===== src/rtl/uart_tx_sched.sv =====
// Purpose: round-robin, packet-granular scheduler sharing one 8N1 txd line among NUM_REQ requesters.
// Latency: grant/ack one cycle after req is seen in IDLE; start bit on the first baud tick after that.
// Backpressure: a requester holds req/data until its ack; the line is held for the whole packet.
module uart_tx_sched #(
  parameter int NUM_REQ = 4,
  parameter int OWN_W   = (NUM_REQ > 2) ? $clog2(NUM_REQ) : 1
) (
  input  logic                 clk,
  input  logic                 rst,
  input  logic [NUM_REQ-1:0]   req,
  input  logic [NUM_REQ*8-1:0] req_data,
  input  logic [NUM_REQ-1:0]   req_last,
  output logic [NUM_REQ-1:0]   gnt,
  output logic [NUM_REQ-1:0]   ack,
  output logic                 baud_en,
  input  logic                 bps_tick,
  output logic                 txd,
  output logic                 busy,
  output logic [OWN_W-1:0]     owner
);

  typedef enum logic [1:0] {IDLE, SYNC, DATA, STOP} state_t;

  state_t           state;
  logic [7:0]       shreg;
  logic             last_q;
  logic [3:0]       bitcnt;
  logic [OWN_W-1:0] ptr;

  logic             win_vld;
  logic [OWN_W-1:0] win_idx;
  logic [7:0]       win_byte;
  logic             win_last;
  logic [7:0]       own_byte;
  logic             own_last;
  logic [OWN_W-1:0] ptr_nxt;

  // Round-robin search from ptr, wrapping modulo NUM_REQ; lowest offset wins.
  always_comb begin
    int idx;
    idx     = 0;
    win_vld = 1'b0;
    win_idx = '0;
    for (int k = NUM_REQ - 1; k >= 0; k--) begin
      idx = int'(ptr) + k;
      if (idx >= NUM_REQ) idx = idx - NUM_REQ;
      if (req[idx]) begin
        win_vld = 1'b1;
        win_idx = OWN_W'(idx);
      end
    end
  end

  // Byte/last selection for the search winner, the current owner, and the post-release pointer.
  always_comb begin
    win_byte = req_data[8*int'(win_idx) +: 8];
    win_last = req_last[win_idx];
    own_byte = req_data[8*int'(owner) +: 8];
    own_last = req_last[owner];
    ptr_nxt  = (int'(owner) == NUM_REQ - 1) ? '0 : owner + 1'b1;
  end

  // Frame sequencer: grant, start/data/stop bits on baud ticks, packet continue or release.
  always_ff @(posedge clk or posedge rst) begin
    if (rst) begin
      state   <= IDLE;
      shreg   <= '0;
      last_q  <= 1'b0;
      bitcnt  <= '0;
      ptr     <= '0;
      owner   <= '0;
      gnt     <= '0;
      ack     <= '0;
      baud_en <= 1'b0;
      txd     <= 1'b1;
      busy    <= 1'b0;
    end else begin
      ack <= '0;
      case (state)
        IDLE: begin
          txd <= 1'b1;
          if (win_vld) begin
            shreg          <= win_byte;
            last_q         <= win_last;
            owner          <= win_idx;
            gnt            <= '0;
            gnt[win_idx]   <= 1'b1;
            ack[win_idx]   <= 1'b1;
            baud_en        <= 1'b1;
            busy           <= 1'b1;
            state          <= SYNC;
          end
        end
        SYNC: begin
          if (bps_tick) begin
            txd    <= 1'b0;
            bitcnt <= '0;
            state  <= DATA;
          end
        end
        DATA: begin
          if (bps_tick) begin
            if (bitcnt == 4'd8) begin
              txd   <= 1'b1;
              state <= STOP;
            end else begin
              txd    <= shreg[bitcnt[2:0]];
              bitcnt <= bitcnt + 4'd1;
            end
          end
        end
        STOP: begin
          if (bps_tick) begin
            if (!last_q && req[owner]) begin
              // Next frame's start bit abuts this stop bit: no idle bit inside a packet.
              shreg      <= own_byte;
              last_q     <= own_last;
              ack[owner] <= 1'b1;
              txd        <= 1'b0;
              bitcnt     <= '0;
              state      <= DATA;
            end else begin
              gnt     <= '0;
              baud_en <= 1'b0;
              busy    <= 1'b0;
              ptr     <= ptr_nxt;
              state   <= IDLE;
            end
          end
        end
        default: state <= IDLE;
      endcase
    end
  end

endmodule


===== config.mk =====
export PLATFORM = sky130hd
export DESIGN_NAME = uart_tx_sched
export DESIGN_NICKNAME = d
export VERILOG_FILES = /design/src/rtl/uart_tx_sched.sv
export SDC_FILE = /design/constraint.sdc
export NUM_CORES = 1
export LEC_CHECK = 0
export CAP_MARGIN = 20
export CELL_PAD_IN_SITES_DETAIL_PLACEMENT = 1
export CELL_PAD_IN_SITES_GLOBAL_PLACEMENT = 2
export CORE_AREA = 2 2 90 92
export CTS_CLUSTER_SIZE = 30
export DETAILED_ROUTE_END_ITERATION = 8
export DIE_AREA = 0 0 92 94
export PLACE_DENSITY_LB_ADDON = 0.05
export SYNTH_ARGS = -nofsm -noshare
export SYNTH_HDL_FRONTEND = slang
export SYNTH_SLANG_ARGS = --single-unit

===== constraint.sdc =====
create_clock -name clk -period 2.5 [get_ports clk]
set_clock_uncertainty 0.2 [all_clocks]
set_input_delay 0.75 -clock clk [delete_from_list [all_inputs] [get_ports clk]]
set_output_delay 0.75 -clock clk [all_outputs]
set_load 0.05 [all_outputs]

# Yosys cells after proc, flatten, opt, wreduce, memory -nomap -nowiden
# Index checks and enable logic that the tools add are counted.
[word_totals] reg_bits=29 input_bits=43 output_inout_bits=13 wordCells=138
[op_classes] addsub=9 n_lt_le_gt_ge=13 n_eq_ne=13 shifts=2 mux=76 bitwise=1 n_reduce_logical=14
[ops] op="32-bit by 4-bit < comparator with 1-bit output, second input constant" count=4
[ops] op="32-bit two-way mux" count=4
[ops] op="32-bit by 6-bit variable part select with 8-bit output" count=2
[ops] op="4-bit two-way mux" count=11
[ops] op="1-bit two-way mux" count=29
[ops] op="8-bit two-way mux" count=3
[ops] op="2-bit two-way mux" count=11
[ops] op="2-bit != test, second input constant" count=8
[ops] op="4-bit case mux with 2 select lines" count=2
[ops] op="8-bit case mux with 2 select lines" count=1
[ops] op="1-bit binary-select mux with 2-bit select" count=7
[ops] op="4-bit case mux with 3 select lines" count=1
[ops] op="4-bit AND reduction" count=3
[ops] op="3-bit by 3-bit subtractor with 4-bit output, second input constant" count=3
[ops] op="3-bit >= comparator, second input constant" count=3
[ops] op="2-bit case mux with 4 select lines" count=1
[ops] op="2-bit by 2-bit adder with 3-bit output, second input constant" count=2
[ops] op="2-bit by 3-bit < comparator with 1-bit output, second input constant" count=2
[ops] op="6-bit AND reduction" count=1
[ops] op="5-bit AND reduction" count=1
[ops] op="4-bit by 1-bit adder with 4-bit output, second input constant" count=1
[ops] op="1-bit demux with 2-bit select" count=2
[ops] op="2-bit by 1-bit == test with 1-bit output, second input constant" count=2
[ops] op="2-bit == test, second input constant" count=2
[ops] op="18 further kinds" count=22

# Depth between registers and ports, before layout
# Gate-level depths: netlist of the first run.
[depth] ltp_word=16 ltp_mapped=8 mapped_depth_nobuf=7

# Least setup slack after synthesis of the first run
# OpenSTA, ideal clock, no wires.
[synth_path] path_kind="input to register" start="in req[3]" end="reg shreg[0]" setup_ns=0.143 arrival_ns=2.261 required_time_ns=2.157 slack_ns=-0.104 stages=7 cell_sequence="buf_2 > mux4_2 > and3_1 > and2_1 > buf_6 > a311oi_2 > o221ai_1"
[synth_between] elab_chain_cells=10
[synth_rtl] element="start: declaration" line_no="10" rtl="input logic [NUM_REQ-1:0] req,"
[synth_rtl] element="1-bit binary-select mux with 2-bit select" line_no="47" rtl="if (req[idx]) begin"
[synth_rtl] element="1-bit two-way mux (implied by the code) (2 in a row)" line_no="47"
[synth_rtl] element="2-bit two-way mux (4 in a row)" line_no="47"
[synth_rtl] element="32-bit by 6-bit variable part select with 8-bit output" line_no="56" rtl="win_byte = req_data[8*int'(win_idx) +: 8];"
[synth_rtl] element="8-bit two-way mux" line_no="82" rtl="if (win_vld) begin"
[synth_rtl] element="8-bit case mux with 2 select lines" line_no="79" rtl="case (state)"
[synth_rtl] element="end signal: assignment" line_no="83" rtl="shreg <= win_byte;"
[synth_rtl] element="end signal: assignment" line_no="116" rtl="shreg <= own_byte;"
[synth_rtl] element="end: declaration" line_no="25" rtl="logic [7:0] shreg;"
# Several ways; a longest one is shown, not always the timed one. The select of a mux whose other input is x is not followed.
# A chain may end at the register's enable or synchronous reset.

# Worst setup path after layout of the first run
[layout_path] start="in req[0]" end="reg gnt[1]"
[layout_between] elab_chain_cells=13
[layout_rtl] element="1-bit binary-select mux with 2-bit select" line_no="47"
[layout_rtl] element="1-bit two-way mux (implied by the code) (2 in a row)" line_no="47"
[layout_rtl] element="2-bit two-way mux (4 in a row)" line_no="47"
[layout_rtl] element="2-bit by 3-bit < comparator with 1-bit output (implied by the code) or 2-bit by 1-bit >= comparator with 1-bit output (tied branches)" line_no="87" rtl="gnt[win_idx] <= 1'b1;"
[layout_rtl] element="1-bit logical AND (implied by the code)" line_no="87"
[layout_rtl] element="1-bit two-way mux (implied by the code)" line_no="87"
[layout_rtl] element="1-bit demux with 2-bit select" line_no="87"
[layout_rtl] element="4-bit two-way mux" line_no="82"
[layout_rtl] element="4-bit case mux with 2 select lines" line_no="79"
[layout_rtl] element="end signal: assignment" line_no="72" rtl="gnt <= '0;"
[layout_rtl] element="end signal: assignment" line_no="86" rtl="gnt <= '0;"
[layout_rtl] element="end signal: indexed assignment" line_no="87"
[layout_rtl] element="end: declaration" line_no="13" rtl="output logic [NUM_REQ-1:0] gnt,"
# Several ways; a longest one is shown, not always the timed one. The select of a mux whose other input is x is not followed.

==> key figures, run 1 <==
STA
  • Slew headroom: around two thirds
  • Final Setup Violations: 0
  • Final Critical Period: 2437 ps
  • Tcrit/Tclk final: between 90% and 100%
  • Slew at the pin closest to its max-slew limit: just over 500 ps
  • FMAX: 410.3 MHz
  • Max Slew Vio Count: 0
  • RSZ-0062 raised after global routing: yes
  • Final hold vios: 0

GRT
  • Antenna violations before repair: 0
  • Met3 usage: between 2 and 3%
  • GRT overflow: 0
  • Met2 Usage GRT: 32.97%
  • Gr busiest metal: met2
  • First-pass GRT wire length: ~13,000 um
  • Largest net degree at the start of global routing: 30
  • GRT Util Overall: around a fifth
  • Vias in the first global route: ~2,500
  • M1 GR Usage: 23.96%

Route
  • Drt first pass iters: 3
  • Detail Route Antenna Nets: 0
  • DRT iter0 DRCs: 46
  • Drt wl/cell: 17.82 um
  • Final wirelength: 7645 um
  • Total number of vias: between 2,000 and 2,500
  • Drc violations: 0
  • Via density: 5.331

Power
  • Switch share: between 40 and 50%
  • Worst vdd ir: roughly 0.42 mV
  • Int Pwr: between 2 and 2.5 mW
  • Lkg Pwr: about 1.4 nW
  • Comb pwr share: 66.7%
  • Clock share of power: 10.9%
  • Pwr/cell area: ~1100 mW/mm^2
  • Seq pwr share: around 22%
  • Power, Total: 3.696 mW
  • Net switching power: between 1.5 and 2 mW

Worst setup path
  • WS Path Type: input port to register
  • Largest fanout on the critical path: 6
  • Critical path arrival: between 2000 and 2500 ps
  • CP required: ~2500 ps
  • CP endpoint kind: register
  • Startpoint types: input port

CTS
  • TritonCTS Sinks: 29
  • Hold buffers post-CTS: 0
  • CTS Buf Count: 5
  • Worst-skew pair later-pin latency: 290 ps
  • CTS Buffer Depth: 2
  • TritonCTS clock tree: built
  • Root Buffer: clkbuf_8
  • Worst-path clk slew: 60 ps
  • CTS H-tree lvls: 2

Place
  • IO Port Bufs: 55
  • Dpl hpwl: a little over 6000 um
  • Gp weighted congestion: about 0.8
  • Dpl cells: 421

Final layout
  • Antenna Cells: 0
  • # nets final: 380
  • Commonest non-fill, non-tap cells in the layout: buf_4, clkdlybuf4s50_1, dfrtp_1
  • Layout cells sized above 1: roughly 28%
  • Area Overhead vs Synth: 44.35%
  • Commonest non-fill, non-tap cell in the layout: buf_4
  • Non-filler cells, final: roughly 430

Floorplan
  • Core Area: between 0.007 and 0.008 sq mm
  • Die Span Y: roughly 94 um
  • Starting density of the core: about 31%
  • Die width: between 90 and 100 um
  • Rows: 32
  • Die area: about 0.0086 sq mm
  • IO Pins: 56

Min path
  • Worst min-delay path class: register to register

Logic synthesis
  • Synth Area per Inst: 9.768 sq um
  • Ys Warns: 0
  • Yosys reg bits: 29
  • Post-synth net total: between 200 and 300
  • Post-Synthesis Cell Area: roughly 0.0023 sq mm
  • Number of synthesized flops with an enable pin: 0
  • Async S/R FF share, synth: 100.0%
  • Synth Instances: about 240
  • Post-synth top flop: dfrtp_1
  • Seq/Total Area, Yosys: between 30% and 40%
  • Synth unique cells: between 50 and 60

Run
  • Max_cap viols: 0

Outcome
  • Status: finished clean
## routing by layer
layer,up-vias,routed length (um)
li1,1110,-
met1,1125,3565
met3,8,210
met5,-,0
met4,0,88
met2,44,3781
## registers in the layout (all words and copies together), names as in the netlist, 2 cells and up
register  count
shreg         8
state         2
ack           4
owner         2
bitcnt        4
ptr           2
gnt           4
## kinds of logic after synthesis
logic type                 share of synthesized area (%)
muxes                                              18.95
AOI/OAI and AO/OA                                  24.06
adders and majority gates                          5.382
DFF                                                31.27
and+or+nand+nor                                    14.48
buffers and inverters                              5.866
## power groups by stage
stage / combinational, mW / clock, mW / sequential [mW]
floorplan: 1.40 / 0 / 1.01
global placement: 2.44 / 0 / 0.832
detailed placement: 2.47 / 0 / 0.841
CTS: 2.49 / 0.416 / 0.834
global route: 2.69 / 0.437 / 0.862
finish: 2.47 / 0.401 / 0.829
## critical path, cell delays in order
cell and delay [ps]:
clkdlybuf4s15_1 250, mux4_2 540, nand2_2 110, nand2_1 60, a221o_2 410, mux2_2 290
## synthesized netlist by cell type, types with 3 or more instances
cell      count  area [sq um]
nand4_1      11         68.82
mux2_2       10         112.6
nand2b_1      4         25.02
o21ai_0       7         35.03
inv_1        14         52.55
o31ai_1      11         82.58
nand2_1       7         26.28
nor2_1       14         52.55
mux4_2       11         247.7
a22oi_1       7         52.55
nor3_1        8         40.04
a32oi_1       5         43.79
o211ai_1      5         37.54
nand3_1       4         20.02
ha_1         10         125.1
mux2i_1       8         80.08
clkbuf_1     13         48.80
dfrtp_1      28         700.7
a21o_1        8         60.06
or2_2         3         18.77
a211o_1       5         43.79
a21oi_1       9         45.04
## timing repair
action                                  CTS  global route
gates cloned                              0             0
endpoints found under the setup margin   24            19
setup buffers                             1             0
gates resized for setup                   5             8
pin swaps                                 1             2
## per-stage QoR
step                      hold WS (ps)  worst slack [ps]  setup TNS (ps)  utilization (%)  area, sq um
after detailed placement         285.2            -552.1          -11380            42.81         3257
final                            292.0             62.99               0            44.11         3356
after global placement           290.1            -495.3          -10800            42.81         3257
after CTS                        298.9             5.506               0            44.06         3352
after global routing             312.0           -0.4845         -0.4845            44.11         3356
after floorplan                  306.4            -23.77          -139.0                -         2335
## cell type report
| class | count | area, sq um |
|---|---|---|
| fillers | 886 | 4252 |
| multi-input cells | 178 | 1484 |
| repair buffers | 99 | 878.3 |
| flip-flops and latches | 29 | 726.9 |
| well taps | 102 | 127.6 |
| clock buffers | 7 | 86.33 |
| inverters | 14 | 52.55 |
## worst paths after layout
check                                      from              endpoint  slack [ps]  cells after the start
min reg2reg                     txd$_DFFE_PP1P_       txd$_DFFE_PP1P_         290                      2
max                                      req[0]    gnt[1]$_DFFE_PP0P_          60                      6
min                             txd$_DFFE_PP1P_       txd$_DFFE_PP1P_         290                      2
min in group asynchronous                   rst      busy$_DFFE_PP0P_         650                      3
max reg2reg                state[1]$_DFFE_PP0P_  shreg[2]$_DFFE_PP0P_         240                      9
max in group asynchronous                   rst       txd$_DFFE_PP1P_        1120                      3
No activity file was read; power rests on OpenSTA's default activity.
==> inputs of run 2 (changes only) <==
Settings changed: CELL_PAD_IN_SITES_GLOBAL_PLACEMENT 2 to 1, CORE_AREA 2 2 90 92 to 2 2 82 84, CTS_CLUSTER_DIAMETER from default to 40, DIE_AREA 0 0 92 94 to 0 0 84 86.
==> run 2 against run 1 <==
Net effect:
- via count increased by 2.4%
- fmax is 0.37% lower
- global-route usage is 4.0 points higher
- highest routed layer unchanged
- wire length is 3.0% higher
- critical path type unchanged
- first-iteration DRC count grew to 2.9 times the previous value
- critical endpoint unchanged
- core utilization is 10 points higher
- register-to-register slack better by 30 ps
- largest cell class unchanged
==> key figures, run 2 (synthesis results as in run 1) <==
Outcome
  • Status: finished clean

Worst setup path
  • WS Path Type: input port to register
  • Worst Reg2Reg Path Length in Cells: 7
  • Critical path arrival: 2410 ps
  • Buf/Inv on CP: 1
  • Critical path's slowest cell: mux4_2
  • CP delay by family, top: multiplexers
  • Largest fanout on the critical path: 5
  • Critical path cell sequence: dlygate4sd2_1 > mux4_2 > nand2_2 > nand2_1 > a221o_2 > mux2_4
  • CP max stage delay: between 500 and 600 ps
  • CP endpoint kind: register
  • CP required: approximately 2500 ps
  • Critical Path Stages: 6
  • Startpoint types: input port

STA
  • Final Critical Period: around 2400 ps
  • Final hold vios: 0
  • RSZ-0062 raised after global routing: no
  • Final Setup Violations: 0
  • Slew at the pin closest to its max-slew limit: 506.8 ps
  • Slew headroom: 66.11%
  • FMAX: about 400 MHz
  • Setup ws final: 54.00 ps
  • Worst hold slack: 274.3 ps
  • Max Slew Vio Count: 0
  • Tcrit/Tclk final: 97.84%
  • Setup TNS: 0 ps

Route
  • Drt first pass iters: 4
  • Total number of vias: around 2,300
  • Via density: about 5.8
  • Final wirelength: between 7000 and 8000 um
  • Detail Route Antenna Nets: 0
  • Drt wl/cell: 19.35 um
  • DRT iter0 DRCs: 132
  • Drc violations: 0

Final layout
  • Max reg flops: 8
  • Commonest non-fill, non-tap cell in the layout: buf_4
  • Reg with most FFs: shreg
  • Commonest non-fill, non-tap cells in the layout: buf_4, clkdlybuf4s50_1, dfrtp_1
  • # nets final: about 380
  • Area Overhead vs Synth: 46.34%
  • Antenna Cells: 0
  • Non-filler cells, final: 407
  • Layout cells sized above 1: 29.70%
  • Fillcell total: 740

Floorplan
  • Starting density of the core: about 37%
  • Die width: around 84 um
  • Rows: 29
  • Core Area: about 0.0063 sq mm
  • IO Pins: 56
  • Die area: ~0.0072 sq mm
  • Die Span Y: approximately 86 um

Power
  • Pwr/cell area: 1113 mW/mm^2
  • Power, Total: around 3.8 mW
  • Worst vdd ir: about 0.68 mV
  • Lkg Pwr: roughly 1.4 nW

Run
  • Max_cap viols: 0

GRT
  • Antenna violations before repair: 0
  • GRT Util Overall: a little under a quarter
  • GRT overflow: 0
  • Vias in the first global route: around 2,500
  • Largest net degree at the start of global routing: 30
  • First-pass GRT wire length: about 13,000 um

CTS
  • Root Buffer: clkbuf_8
  • Worst-path clk slew: 70 ps
  • CTS Buf Count: 5
  • TritonCTS clock tree: built
  • CTS H-tree lvls: 2
  • Worst-skew pair later-pin latency: roughly 280 ps
  • TritonCTS Sinks: 29
  • CTS Buffer Depth: 2

Min path
  • WHS Path Cells: 2
  • Worst min-delay path class: register to register

Place
  • Post-Place Setup Slack: -523.7 ps
  • Dpl hpwl: about 6000 um
  • IO Port Bufs: 55
  • Dpl cells: approximately 400
  • Gp weighted congestion: between 0.8 and 0.9
## run 2: changes by cell type in the layout (fill, tap and decap cells not counted), moves of 2 or more
| cell | previous run | this run |
|---|---|---|
| a22oi_1 | 7 | 5 |
| clkbuf_2 | 2 | 0 |
| clkinv_2 | 0 | 2 |
| a22oi_2 | 0 | 2 |
## run 2: worst paths after layout
check / startpoint / endpoint / slack [ps]
max: req[1] / gnt[1]$_DFFE_PP0P_ / 50
min: txd$_DFFE_PP1P_ / txd$_DFFE_PP1P_ / 270
max reg2reg: state[0]$_DFFE_PP0P_ / bitcnt[2]$_DFFE_PP0P_ / 270
min reg2reg: txd$_DFFE_PP1P_ / txd$_DFFE_PP1P_ / 270
max in group asynchronous: rst / txd$_DFFE_PP1P_ / 1130
min in group asynchronous: rst / ack[0]$_DFF_PP0_ / 640
## run 2: worst register-to-register path, stage by stage, from the launching register on
cell and delay (ps):
dfrtp_1 430, inv_1 100, ha_1 220, nor3_1 260, nor2_1 100, a211o_1 340
or2_2 340, o21ai_0 170
## run 2: stage by stage
stage / area, sq um / util (%)
floorplan: 2335 / -
global placement: 3243 / 51.66
detailed placement: 3243 / 51.66
CTS: 3339 / 53.20
global route: 3402 / 54.20
finish: 3402 / 54.20
## run 2: cell type report
type	count	area, sq um	share of cell area, %
multi-input cells	178	1539	45.24
clock buffers	6	72.57	2.133
flip-flops and latches	29	726.9	21.37
clock inverters	2	10.01	0.2942
well taps	77	96.34	2.832
repair buffers	101	904.6	26.59
inverters	14	52.55	1.545
## run 2: report_power, final
part / internal [mW] / leakage [nW] / switching, mW / total (mW)
clock network: 0.193 / 0.0450 / 0.192 / 0.384
logic: 1.20 / 1.04 / 1.38 / 2.58
registers: 0.665 / 0.365 / 0.159 / 0.824
## run 2: metal layers
layer  share of wire (%)  track usage [%]
met1                  48            30.64
met2                  48            38.33
met3                 3.1            2.984
met4                0.93            6.012
met5                   0                0
## run 2: repair_timing
item | 4_1_cts | 5_1_grt
setup buffers | 0 | 1
hold buffers | 0 | 0
pin swaps | 2 | 4
gates resized for setup | 9 | 10
endpoints found under the setup margin | 24 | 17
cloned | 0 | 0
